$ cat src/rtl/wb_arbiter_4_masters.sv
// Four-master round-robin Wishbone arbiter sharing a single slave bus.
// Define ARB_TIMEOUT_EN to force-terminate cycles that the slave stalls for TIMEOUT_CYCLES strobes.
module wb_arbiter_4_masters #(
    parameter int unsigned TIMEOUT_CYCLES = 256,
    parameter int unsigned RESET_PTR      = 0
) (
    input  logic        clk,
    input  logic        rst,
    input  logic        i_m0_cyc,
    input  logic        i_m0_stb,
    input  logic        i_m0_we,
    input  logic [3:0]  i_m0_sel,
    input  logic [31:0] i_m0_adr,
    input  logic [31:0] i_m0_dat,
    input  logic        i_m1_cyc,
    input  logic        i_m1_stb,
    input  logic        i_m1_we,
    input  logic [3:0]  i_m1_sel,
    input  logic [31:0] i_m1_adr,
    input  logic [31:0] i_m1_dat,
    input  logic        i_m2_cyc,
    input  logic        i_m2_stb,
    input  logic        i_m2_we,
    input  logic [3:0]  i_m2_sel,
    input  logic [31:0] i_m2_adr,
    input  logic [31:0] i_m2_dat,
    input  logic        i_m3_cyc,
    input  logic        i_m3_stb,
    input  logic        i_m3_we,
    input  logic [3:0]  i_m3_sel,
    input  logic [31:0] i_m3_adr,
    input  logic [31:0] i_m3_dat,
    output logic [31:0] o_m0_dat,
    output logic [31:0] o_m1_dat,
    output logic [31:0] o_m2_dat,
    output logic [31:0] o_m3_dat,
    output logic        o_m0_ack,
    output logic        o_m1_ack,
    output logic        o_m2_ack,
    output logic        o_m3_ack,
    output logic        o_m0_int,
    output logic        o_m1_int,
    output logic        o_m2_int,
    output logic        o_m3_int,
    output logic        o_s_cyc,
    output logic        o_s_stb,
    output logic        o_s_we,
    output logic [3:0]  o_s_sel,
    output logic [31:0] o_s_adr,
    output logic [31:0] o_s_dat,
    input  logic [31:0] i_s_dat,
    input  logic        i_s_ack,
    input  logic        i_s_int,
    output logic [1:0]  o_grant,
    output logic        o_busy,
    output logic        o_timeout
);

    localparam logic IDLE    = 1'b0;
    localparam logic GRANTED = 1'b1;

    localparam logic [1:0]  PTR_INIT = 2'(RESET_PTR);
    localparam logic [15:0] TO_LAST  = 16'(TIMEOUT_CYCLES - 1);

    logic        state;
    logic        granted;
    logic [1:0]  ptr;
    logic [1:0]  grant;
    logic [1:0]  next_grant;
    logic        timeout_pulse;

    logic [3:0]  m_cyc;
    logic [3:0]  m_stb;
    logic [3:0]  m_we;
    logic [3:0]  m_ack;
    logic [3:0]  m_sel  [4];
    logic [31:0] m_adr  [4];
    logic [31:0] m_wdat [4];
    logic [31:0] m_rdat [4];

    assign m_cyc = {i_m3_cyc, i_m2_cyc, i_m1_cyc, i_m0_cyc};
    assign m_stb = {i_m3_stb, i_m2_stb, i_m1_stb, i_m0_stb};
    assign m_we  = {i_m3_we,  i_m2_we,  i_m1_we,  i_m0_we};

    assign m_sel[0]  = i_m0_sel;
    assign m_sel[1]  = i_m1_sel;
    assign m_sel[2]  = i_m2_sel;
    assign m_sel[3]  = i_m3_sel;
    assign m_adr[0]  = i_m0_adr;
    assign m_adr[1]  = i_m1_adr;
    assign m_adr[2]  = i_m2_adr;
    assign m_adr[3]  = i_m3_adr;
    assign m_wdat[0] = i_m0_dat;
    assign m_wdat[1] = i_m1_dat;
    assign m_wdat[2] = i_m2_dat;
    assign m_wdat[3] = i_m3_dat;

    assign granted = (state == GRANTED);

    // Scan from the highest offset down so the requester closest to ptr wins.
    always_comb begin
        next_grant = ptr;
        for (int k = 3; k >= 0; k--) begin
            if (m_cyc[ptr + 2'(k)]) begin
                next_grant = ptr + 2'(k);
            end
        end
    end

    always_ff @(posedge clk or negedge rst) begin
        if (!rst) begin
            state <= IDLE;
            ptr   <= PTR_INIT;
            grant <= 2'd0;
        end else if (state == IDLE) begin
            if (|m_cyc) begin
                grant <= next_grant;
                state <= GRANTED;
            end
        end else begin
            if (!m_cyc[grant]) begin
                state <= IDLE;
                ptr   <= grant + 2'd1;
            end
        end
    end

`ifdef ARB_TIMEOUT_EN
    logic [15:0] to_cnt;
    logic        stall;

    assign stall = granted && o_s_stb && !i_s_ack;

    // A pulse is only raised if the master is still holding cyc, so it always lands on a live grant.
    always_ff @(posedge clk or negedge rst) begin
        if (!rst) begin
            to_cnt        <= 16'd0;
            timeout_pulse <= 1'b0;
        end else begin
            timeout_pulse <= 1'b0;
            if (!granted || i_s_ack || !m_cyc[grant]) begin
                to_cnt <= 16'd0;
            end else if (stall) begin
                if (to_cnt == TO_LAST) begin
                    to_cnt        <= 16'd0;
                    timeout_pulse <= 1'b1;
                end else begin
                    to_cnt <= to_cnt + 16'd1;
                end
            end
        end
    end
`else
    logic [15:0] unused_timeout_last;

    assign unused_timeout_last = TO_LAST;
    assign timeout_pulse       = 1'b0;
`endif

    // Slave bus and return path are pure muxes on the registered grant.
    always_comb begin
        o_s_cyc = 1'b0;
        o_s_stb = 1'b0;
        o_s_we  = 1'b0;
        o_s_sel = 4'd0;
        o_s_adr = 32'd0;
        o_s_dat = 32'd0;
        m_ack   = 4'd0;
        for (int k = 0; k < 4; k++) begin
            m_rdat[k] = 32'd0;
        end
        if (granted) begin
            o_s_cyc       = m_cyc[grant];
            o_s_stb       = m_stb[grant] & ~timeout_pulse;
            o_s_we        = m_we[grant];
            o_s_sel       = m_sel[grant];
            o_s_adr       = m_adr[grant];
            o_s_dat       = m_wdat[grant];
            m_ack[grant]  = i_s_ack | timeout_pulse;
            m_rdat[grant] = timeout_pulse ? 32'hDEADBEEF : i_s_dat;
        end
    end

    assign {o_m3_ack, o_m2_ack, o_m1_ack, o_m0_ack} = m_ack;
    assign o_m0_dat = m_rdat[0];
    assign o_m1_dat = m_rdat[1];
    assign o_m2_dat = m_rdat[2];
    assign o_m3_dat = m_rdat[3];

    assign o_m0_int = i_s_int;
    assign o_m1_int = i_s_int;
    assign o_m2_int = i_s_int;
    assign o_m3_int = i_s_int;

    assign o_grant   = grant;
    assign o_busy    = granted;
    assign o_timeout = timeout_pulse;

endmodule

$ cat config.mk
export PLATFORM = sky130hd
export DESIGN_NAME = wb_arbiter_4_masters
export DESIGN_NICKNAME = d
export VERILOG_FILES = /design/src/rtl/wb_arbiter_4_masters.sv
export SDC_FILE = /design/constraint.sdc
export NUM_CORES = 1
export LEC_CHECK = 0
export ABC_AREA = 1
export BUFFER_PORTS_ARGS = -buffer_cell sky130_fd_sc_hd__buf_2
export CAP_MARGIN = 25
export CORE_AREA = 2 2 204 206
export CTS_CLUSTER_SIZE = 20
export DETAILED_ROUTE_END_ITERATION = 8
export DIE_AREA = 0 0 206 208
export PLACE_DENSITY = 0.42
export SYNTH_ARGS = -nofsm -noshare
export SYNTH_HDL_FRONTEND = slang
export SYNTH_SLANG_ARGS = --single-unit
$ cat constraint.sdc
create_clock -name clk -period 2.1 [get_ports clk]
set_input_delay 0.21 -clock clk [delete_from_list [all_inputs] [get_ports clk]]
set_output_delay 0.21 -clock clk [all_outputs]
set_load 0.01 [all_outputs]
==> results.yml <==
sta:
  period_share: 0.960
  timing.fmax_ghz: 0.496
  worst_pin_slew_ns: 0.626
  whs_ns: 0.341
  fin_skew_ns: 0.000925
  finalMaxSlewViolations: 0
  setup_viol_count_final: 0
  tns_ns: 0
  hold_violations: 0
  maxSlewHeadroom: 0.578
  rsz0062_at_grt: "false"
  fin_crit_ns: 2.02
worst_setup_path:
  crit_chain: "buf_12 -> buf_16 -> buf_12 -> nor2_1 -> nor2_1 -> o21ai_0 -> a21oi_1 -> buf_2"
  cp-end-kind: "output pin"
  path_max_fanout: 17
  cp-start-kind: "register"
  critical_path_class: "register to output pin"
  startpoint: "o_grant[0]"
  slowest_delay_ns: 0.50
  r2r-start: "o_busy"
  cp.arrival_ns: 1.81
  critical_path_required_ns: 1.89
  crit_slowest_cell: "dfrtp_4"
power:
  internal_power_w: 0.00375
  clkPwrFrac: 0.033
  pwr-share-seq: 0.031
  total_power_w: 0.00952
  power_frac_comb: 0.936
  power_density_nw_per_um2: 1330
  swShare: 0.607
  power.switching_w: 0.00578
  leakage_nw: 4.02
  ir_drop_mv: 0.445
drt:
  vias: 7320
  firstDrtPassIters: 5
  totalWireLength_um: 30800
  drt_iter0_drc: 390
  remaining_drc_errors: 0
  viasPerCell: 3.97
  ant_nets: 0
  wl_per_cell_um: 16.7
synthesis:
  ys_types: 18
  syn_nets: 1138
  syn_inst: 814
  ys_seq_area_frac: 0.0348
  synth_top_cells_by_area: "nor2_1, o21ai_0, a21oi_1, nand2_1, buf_4"
  synth.avg_cell_area_um2: 4.42
  yosys_warnings: 0
  ys_ff_latch: 5
  syn_area_um2: 3600
  yosysTopAreaCellShare: 0.433
  yosysTopAreaCell: "nor2_1"
clock_tree:
  clk_latency_ns: 0.23
  clk_path_buf_depth: 2
  cts.htree.levels: 1
  cts_made_buffers: 3
  cts-root-buf: "clkbuf_16"
  cts_tree: "yes"
  clk_pin_slew_ns: 0.03
  clock-sinks: 5
floorplanning:
  io_pins: 531
  core_area_um2: 40600
  die_height_um: 208
  die_x_um: 206
  rows: 74
  start_util: 0.0887
  dieArea_um2: 42800
run_status:
  status: "completed"
layout:
  fin_nets: 1634
  layout-drive-gt1-share: 0.441
  layout_commonest_cell: "buf_2"
  area_growth_pct: 99.6
  most-common-layout-cells: "buf_2, nor2_1, o21ai_0"
global_routing:
  antenna_found_initial: 1
  grt_pass1_vias: 6700
  grt_max_degree: 51
  grt_overflow: 0
  grt_pass1_wl_um: 40800
  grtUsageTotal: 0.126
placement:
  port_buffers: 524
  place_hpwl_um: 24800
  place_congestion: 0.917
job:
  cap_viol_max_count: 0
hold_path:
  hold_class: "input pin to asynchronous set/reset pin"
## power groups by stage
stage / Combinational (W) / Clock, W / Sequential (W)
floorplan: 0.00488 / 0 / 0.000204
global placement: 0.00858 / 0 / 0.000280
detailed placement: 0.00852 / 0 / 0.000288
CTS: 0.00869 / 0.000320 / 0.000291
global route: 0.00981 / 0.000326 / 0.000301
finish: 0.00892 / 0.000318 / 0.000291
## final cells by class
cell class | instances | area [um^2]
clock buffers | 4 | 78.8
fillers | 4797 | 33400
flip-flops and latches | 5 | 133
repair buffers | 566 | 3210
inverters | 17 | 73.8
multi-input cells | 717 | 3020
well taps | 532 | 666
diodes | 1 | 2.50
## synth_stat cells
library cell and count:
inv_1 12, clkbuf_1 28, buf_6 2, dfrtp_1 5
a31oi_1 1, buf_1 13, o21ai_1 6, nand3_1 9
ha_1 4, inv_2 4, buf_2 10, inv_4 1
conb_1 1, o21ai_0 140, nand2_1 67, buf_4 22
nor2_1 415, a21oi_1 74
## per-layer routing
layer,GRT usage,part of all wire
met1,0.138,0.39
met2,0.246,0.51
met3,0.0260,0.079
met4,0.0234,0.017
met5,0,0
## path summary, 6_finish.rpt
kind                                    end  slack [ns]  depth (start not counted)
worst min-delay path                 ptr[1]        0.34                          2
max in group asynchronous        o_grant[1]        1.59                          2
worst min register to register       ptr[1]        0.69                          2
worst max register to register   o_grant[1]        0.55                          5
min in group clk                   o_m0_int        0.42                          0
worst max-delay path            o_s_adr[21]        0.08                          8
## cells by family after synthesis
logic type | synth area share
simple gates | 0.515
compound gates | 0.308
buf+inv | 0.127
flops | 0.0348
fa+ha+maj | 0.0139
other cells | 0.00104
## per-stage QoR
step / cell area, um^2 / setup slack (ns) / instances / utilization
finish: 7180 / 0.0834 / 1842 / 0.177
global route: 7180 / 0.00289 / 1841 / 0.177
CTS: 7040 / 0.00426 / 1837 / 0.174
detailed placement: 6910 / 0.231 / 1831 / 0.170
global placement: 6910 / 0.217 / 1831 / 0.170
floorplan: 3600 / 0.354 / 814 / -
## state kept, by name (all words and copies together) (netlist names)
signal,count
o_grant,2
o_busy,1
ptr,2
## timing repair
item                                    in CTS  in global routing
gates resized for setup                      2                 14
hold endpoints to repair                     5                  0
pin swaps                                    2                  2
hold buffers                                 1                  0
setup buffers                                0                  0
gates cloned                                 1                  4
endpoints found under the setup margin      13                 35
## critical path: cells and delay by family, from the launching register on
kind	cells	cell delay, ns
simple gates	2	0.14
flops	1	0.50
compound gates	2	0.27
buf+inv	4	0.63
(Power assumes the default switching activity.)
